$ cat config.mk
export PLATFORM = sky130hd
export DESIGN_NAME = window_minmax_tracker
export DESIGN_NICKNAME = d
export VERILOG_FILES = /design/src/rtl/window_pkg.sv /design/src/rtl/magnitude_cmp4.sv /design/src/rtl/window_minmax_tracker.sv
export SDC_FILE = /design/constraint.sdc
export NUM_CORES = 1
export LEC_CHECK = 0
export ABC_AREA = 1
export BUFFER_PORTS_ARGS = -buffer_cell sky130_fd_sc_hd__buf_2
export CAP_MARGIN = 40
export CORE_UTILIZATION = 45
export DETAILED_ROUTE_END_ITERATION = 6
export HOLD_SLACK_MARGIN = 0.03
export PLACE_DENSITY = 0.72
export SLEW_MARGIN = 20
export SYNTH_ARGS = -nofsm -noshare
export SYNTH_HDL_FRONTEND = slang
export SYNTH_SLANG_ARGS = --single-unit
export TNS_END_PERCENT = 10
$ cat constraint.sdc
create_clock -name clk -period 4.75 [get_ports clk]
set_clock_uncertainty 0.05 [all_clocks]
set_input_delay 0 -clock clk [delete_from_list [all_inputs] [get_ports clk]]
set_output_delay 0 -clock clk [all_outputs]
set_load 0.01 [all_outputs]
$ cat src/rtl/window_pkg.sv
// Shared types and constants for the windowed min/max tracker.
package window_pkg;

    // Width of the magnitude comparator the tracker is built around.
    localparam int CMP_W     = 4;
    // Count fields are sized for the largest legal window (255).
    localparam int REC_CNT_W = 8;

    typedef enum logic [0:0] {
        ACCUM = 1'b0,
        HOLD  = 1'b1
    } state_t;

    typedef struct packed {
        logic [CMP_W-1:0]     min_val;
        logic [CMP_W-1:0]     max_val;
        logic [REC_CNT_W-1:0] eq_cnt;
        logic [REC_CNT_W-1:0] gt_cnt;
    } result_t;

endpackage

$ cat src/rtl/magnitude_cmp4.sv
// 4-bit unsigned magnitude comparator: a<b, a>b, a==b.
module magnitude_cmp4
    import window_pkg::*;
(
    input  logic [CMP_W-1:0] i_a,
    input  logic [CMP_W-1:0] i_b,
    output logic             o_lt,
    output logic             o_gt,
    output logic             o_eq
);

    // Purely combinational compare; exactly one output is high.
    always_comb begin
        o_lt = (i_a < i_b);
        o_gt = (i_a > i_b);
        o_eq = (i_a == i_b);
    end

endmodule

$ cat src/rtl/window_minmax_tracker.sv
// Tracks min, max, and counts equal-to / greater-than the first sample over a
// window of WINDOW accepted samples, then presents one registered record.
//
// Handshakes: a sample moves when in_valid && in_ready on a rising edge; the
// record moves when out_valid && out_ready. in_ready never depends on in_valid,
// and out_valid, once high, stays high with a stable record until it moves
// (or clear/reset drops it).
module window_minmax_tracker
    import window_pkg::*;
#(
    parameter  int WIDTH  = 4,
    parameter  int WINDOW = 8,
    localparam int CNT_W  = $clog2(WINDOW + 1)
) (
    input  logic             clk,
    input  logic             rst_n,
    input  logic             clear,
    input  logic             in_valid,
    output logic             in_ready,
    input  logic [WIDTH-1:0] in_data,
    output logic             out_valid,
    input  logic             out_ready,
    output logic [WIDTH-1:0] out_min,
    output logic [WIDTH-1:0] out_max,
    output logic [CNT_W-1:0] out_eq_cnt,
    output logic [CNT_W-1:0] out_gt_cnt,
    output logic             o_dbg_state
);

    if (WIDTH != CMP_W) begin : g_bad_width
        $error("window_minmax_tracker: WIDTH must equal the comparator width (4)");
    end
    if (WINDOW < 2 || WINDOW > 255) begin : g_bad_window
        $error("window_minmax_tracker: WINDOW must be in 2..255");
    end

    localparam logic [CNT_W-1:0] LAST_IDX = CNT_W'(WINDOW - 1);

    state_t           r_state;
    logic [CNT_W-1:0] r_count;
    logic [WIDTH-1:0] r_ref;
    logic [WIDTH-1:0] r_min;
    logic [WIDTH-1:0] r_max;
    logic [CNT_W-1:0] r_eq;
    logic [CNT_W-1:0] r_gt;
    result_t          r_rec;

    logic             w_accept;
    logic             w_first;
    logic             w_last;
    logic             w_min_lt, w_min_gt, w_min_eq;
    logic             w_max_lt, w_max_gt, w_max_eq;
    logic             w_ref_lt, w_ref_gt, w_ref_eq;
    logic [WIDTH-1:0] w_min_nxt;
    logic [WIDTH-1:0] w_max_nxt;
    logic [CNT_W-1:0] w_eq_nxt;
    logic [CNT_W-1:0] w_gt_nxt;
    logic             w_unused_bits;

    magnitude_cmp4 u_cmp_min (
        .i_a (in_data),
        .i_b (r_min),
        .o_lt(w_min_lt),
        .o_gt(w_min_gt),
        .o_eq(w_min_eq)
    );

    magnitude_cmp4 u_cmp_max (
        .i_a (in_data),
        .i_b (r_max),
        .o_lt(w_max_lt),
        .o_gt(w_max_gt),
        .o_eq(w_max_eq)
    );

    magnitude_cmp4 u_cmp_ref (
        .i_a (in_data),
        .i_b (r_ref),
        .o_lt(w_ref_lt),
        .o_gt(w_ref_gt),
        .o_eq(w_ref_eq)
    );

    // Handshake decode and next working values including the current sample.
    always_comb begin
        in_ready  = (r_state == ACCUM) && !clear;
        out_valid = (r_state == HOLD);
        w_accept  = in_valid && in_ready;
        w_first   = (r_count == '0);
        w_last    = (r_count == LAST_IDX);
        w_min_nxt = w_min_lt ? in_data : r_min;
        w_max_nxt = w_max_gt ? in_data : r_max;
        w_eq_nxt  = r_eq + CNT_W'(w_ref_eq);
        w_gt_nxt  = r_gt + CNT_W'(w_ref_gt);
    end

    // FSM and accepted-sample counter; clear overrides everything.
    always_ff @(posedge clk or negedge rst_n) begin
        if (!rst_n) begin
            r_state <= ACCUM;
            r_count <= '0;
        end else if (clear) begin
            r_state <= ACCUM;
            r_count <= '0;
        end else begin
            case (r_state)
                ACCUM: begin
                    if (w_accept) begin
                        r_count <= r_count + CNT_W'(1);
                        if (w_last) begin
                            r_state <= HOLD;
                        end
                    end
                end
                HOLD: begin
                    if (out_ready) begin
                        r_state <= ACCUM;
                        r_count <= '0;
                    end
                end
                default: begin
                    r_state <= ACCUM;
                    r_count <= '0;
                end
            endcase
        end
    end

    // Working accumulators; the first sample of a window reseeds all of them.
    always_ff @(posedge clk or negedge rst_n) begin
        if (!rst_n) begin
            r_ref <= '0;
            r_min <= '0;
            r_max <= '0;
            r_eq  <= '0;
            r_gt  <= '0;
        end else if (w_accept) begin
            if (w_first) begin
                r_ref <= in_data;
                r_min <= in_data;
                r_max <= in_data;
                r_eq  <= CNT_W'(1);
                r_gt  <= '0;
            end else begin
                r_min <= w_min_nxt;
                r_max <= w_max_nxt;
                r_eq  <= w_eq_nxt;
                r_gt  <= w_gt_nxt;
            end
        end
    end

    // Result record loads on the window's last accept and is held afterwards.
    always_ff @(posedge clk or negedge rst_n) begin
        if (!rst_n) begin
            r_rec <= '0;
        end else if (w_accept && w_last) begin
            r_rec <= '{
                min_val: w_min_nxt,
                max_val: w_max_nxt,
                eq_cnt:  REC_CNT_W'(w_eq_nxt),
                gt_cnt:  REC_CNT_W'(w_gt_nxt)
            };
        end
    end

    // Drive the record and state observation outputs.
    always_comb begin
        out_min       = r_rec.min_val;
        out_max       = r_rec.max_val;
        out_eq_cnt    = CNT_W'(r_rec.eq_cnt);
        out_gt_cnt    = CNT_W'(r_rec.gt_cnt);
        o_dbg_state   = r_state;
        w_unused_bits = ^{w_min_gt, w_min_eq, w_max_lt, w_max_eq, w_ref_lt,
                          r_rec.eq_cnt, r_rec.gt_cnt};
    end

endmodule

==> impl_metrics.py <==
metrics = {
    "status": {
        "status": "complete, no violations",
    },
    "critical_path": {
        "end_kind": "flip-flop",
        "reg2reg_slack_ps": 2890,
        "crit_top_cell": "ha_1",
        "cp-start-kind": "input pin",
        "critPathArrivalTime_ps": 2030,
        "worst_path_max_delay_cell": "dlygate4sd3_1",
        "path_cells": "dlygate4sd3_1 > buf_2 > ha_1 > nand2_1 > o21bai_1 > a21oi_1 > ha_1 > ha_1 > xnor2_1 > o21ai_0",
        "crit_path_max_fanout": 7,
        "worstReg2RegStart": "r_ref[1]",
        "rr_endpoint": "r_gt[2]",
        "cp_data_required_time_ps": 4880,
        "ff2ff_path_depth": 10,
        "max_stage_delay_ps": 530,
        "path_class": "input pin to flip-flop",
    },
    "cts": {
        "post-cts-setup-buffers": 0,
        "clk_pin_slew_worst_paths_ps": 80,
        "cts-root-buf": "clkbuf_8",
        "htreeDepth": 2,
        "cts_buffer_depth": 2,
        "cts_buffers": 5,
        "clk_latency_ps": 300,
        "clock_sinks": 41,
        "cts_tree": "built",
    },
    "cells_and_area": {
        "diodes": 0,
        "instances_no_fill": 363,
        "area_delta_synth_final_pct": 14.68,
        "fin_nets": 321,
        "drive_gt1_share_pct": 17.57,
        "fin_area_um2": 2580,
    },
    "sta": {
        "layout_setup_ws_ps": 2853,
        "drv_slew": 0,
        "finalWorstPathRequiredPeriod_ps": 1897,
        "setup_viol": 0,
        "rsz0062_at_grt": "false",
        "finalHoldViolations": 0,
        "tightest_slew_ps": 564.4,
        "slew_headroom_pct": 62.37,
        "post-route-period-util_pct": 39.93,
        "fmax_mhz": 527.2,
        "fin_setup_tns_ps": 0,
    },
    "route": {
        "num_vias": 1735,
        "vias_per_cell": 4.780,
        "route.detailed.drc": 0,
        "detail-route-antenna-nets": 0,
        "routed_wl_mm": 4.515,
        "wl_per_cell_um": 12.44,
        "drt_iter0_drc": 103,
        "drtPass1Iterations": 4,
    },
    "floorplanning": {
        "core_area_um2": 4755,
        "die_h_um": 72.71,
        "die_width_um": 72.71,
        "die_area_um2": 5286,
        "start_util_pct": 47.32,
        "pin_count": 28,
        "num_rows": 25,
    },
    "yosys": {
        "synth_cell_types": 25,
        "avgSynthCellArea_um2": 8.619,
        "netlist_area_um2": 2250,
        "synth_top_family_by_area": "simple AND/OR/NAND/NOR gates",
        "synth_warnings": 0,
        "synth_nets": 287,
        "synth_seq_area_share_pct": 45.61,
        "yosys.area_share.adder_pct": 9.455,
        "synth_mux_area_share_pct": 0,
        "synthSimpleGateAreaFrac_pct": 24.75,
        "synth_compound_area_share_pct": 9.789,
        "synth_xor_area_share_pct": 1.557,
        "synth-seq-cells": 41,
        "netlist_instances": 261,
    },
    "global_route": {
        "grt_overflow": 0,
        "grt_pass1_vias": 1676,
        "grt_usage_pct": 19.80,
        "grt_max_degree": 24,
        "grt_pass1_wl_mm": 7.831,
        "antenna_found_initial": 0,
    },
    "worst_hold_path": {
        "min_from": "in_valid",
        "hold_end": "r_count[0]",
        "hold_path.class": "input pin to flip-flop",
        "whs_path_depth": 4,
    },
    "job": {
        "cap_violations": 0,
    },
    "placed_design": {
        "pre_cts_ws_ps": 2886,
        "placed_cells": 350,
        "dp_hpwl_mm": 3.337,
        "place_area_um2": 2442,
        "io_buffers": 27,
        "routabilityCongestion": 0.8374,
    },
    "power": {
        "p_seq_share_pct": 47.5,
        "ir_worst_vdd_uv": 209.3,
        "combPwrFrac_pct": 25.4,
        "leakage_uw": 0.001368,
        "power_density_nw_per_um2": 329.2,
        "switching_power_uw": 283.7,
        "switching_share_pct": 33.40,
        "power.internal_uw": 565.6,
        "clockPowerShare_pct": 27.1,
    },
}
==> state kept, by name, summed over array words and instances, names as in the netlist <==
name,count
out_eq_cnt,4
r_eq,4
r_min,4
r_ref,4
out_min,4
r_max,4
out_max,4
r_count,4
o_dbg_state,1
out_gt_cnt,4
r_gt,4
==> cell families (layout without fill, tap and decap cells) <==
| logic type | Yosys count | count (layout) |
|---|---|---|
| AOI/OAI and AO/OA | 37 | 37 |
| xor gates and xnor gates | 4 | 4 |
| adders and majority gates | 17 | 17 |
| buffers and inverters | 44 | 79 |
| DFF | 41 | 41 |
| and+or+nand+nor | 118 | 118 |
==> layout make-up <==
cell class                      instances  area [um^2]
Timing Repair Buffer                   33        212.7
Clock buffer                            6        72.57
Fill cell                             461         2175
Clock inverter                          2        15.01
Sequential cell                        41         1026
Tap cell                               67        83.83
Multi-Input combinational cell        176         1025
Inverter                               38        145.1
==> stage by stage <==
step	total power, uW	hold slack (ps)	utilization, %
global route	916.3	104.6	54.26
global placement	612.4	132.6	50.79
finish	849.3	83.89	54.26
CTS	857.3	79.50	54.26
detailed placement	625.5	-25.04	51.37
floorplan	564.1	-345.6	-
==> worst max-delay path, delay by kind of cell <==
kind / cells / cell delay [ps]
buffers and inverters: 2 / 700
AOI/OAI and AO/OA: 3 / 310
xor gates and xnor gates: 1 / 210
and+or+nand+nor: 1 / 90
adders and majority gates: 3 / 700
==> metal layers <==
layer | share of wire [%] | up-vias | track usage, %
met1 | 49 | 801 | 26.98
met5 | 0 | - | 0
met2 | 45 | 28 | 30.63
met3 | 3.6 | 6 | 4.558
li1 | - | 900 | -
met4 | 1.8 | 0 | 7.843
==> power by group through the flow <==
stage / registers [uW] / clock network [uW] / logic [uW]
after floorplan: 408 / 0 / 156
after global placement: 408 / 0 / 204
after detailed placement: 410 / 0 / 216
after CTS: 403 / 235 / 219
after global routing: 408 / 254 / 255
final: 403 / 230 / 216
==> cells in the mapped netlist <==
| cell | instances | area share [%] |
|---|---|---|
| nand2_1 | 75 | 13 |
| a21oi_1 | 12 | 2.7 |
| o211ai_1 | 1 | 0.33 |
| nor2_4 | 6 | 3.0 |
| o21ai_2 | 6 | 2.3 |
| inv_2 | 1 | 0.17 |
| xnor2_1 | 2 | 0.78 |
| o21ai_0 | 14 | 3.1 |
| nand3_1 | 26 | 5.8 |
| inv_4 | 1 | 0.28 |
| o21bai_1 | 3 | 1.0 |
| buf_4 | 2 | 0.67 |
| nand3_2 | 1 | 0.44 |
| buf_2 | 1 | 0.22 |
| nor2_1 | 5 | 0.83 |
| nand2_4 | 1 | 0.50 |
| dfrtp_1 | 41 | 46 |
| nand3b_1 | 1 | 0.33 |
| inv_1 | 36 | 6.0 |
| nor2_8 | 1 | 0.89 |
| buf_6 | 3 | 1.5 |
| xor2_1 | 2 | 0.78 |
| ha_1 | 17 | 9.5 |
| nor3_1 | 2 | 0.44 |
| a22oi_1 | 1 | 0.33 |
==> layout by cell type, fill, tap and decap left out, drive strengths merged <==
cell type    synthesis  final
a21oi               12     12
a22oi                1      1
buf                  6     28
clkbuf               0      6
clkinvlp             0      2
dfrtp               41     41
dlygate4sd3          0      5
ha                  17     17
inv                 38     38
nand2               76     76
nand3               27     27
nand3b               1      1
nor2                12     12
nor3                 2      2
o211ai               1      1
o21ai               20     20
o21bai               3      3
xnor2                2      2
xor2                 2      2
==> repair_timing <==
item,CTS,global route
hold buffers,5,0
hold endpoints to repair,28,0
resized for setup,0,0
==> worst max path at each step <==
stage                     from      end
finish              in_data[3]  r_gt[2]
global route          r_ref[1]  r_gt[2]
CTS                 in_data[3]  r_gt[2]
detailed placement    r_ref[1]  r_gt[2]
global placement      r_ref[1]  r_gt[2]
floorplan             r_ref[1]  r_gt[2]
(Power assumes the default switching activity.)
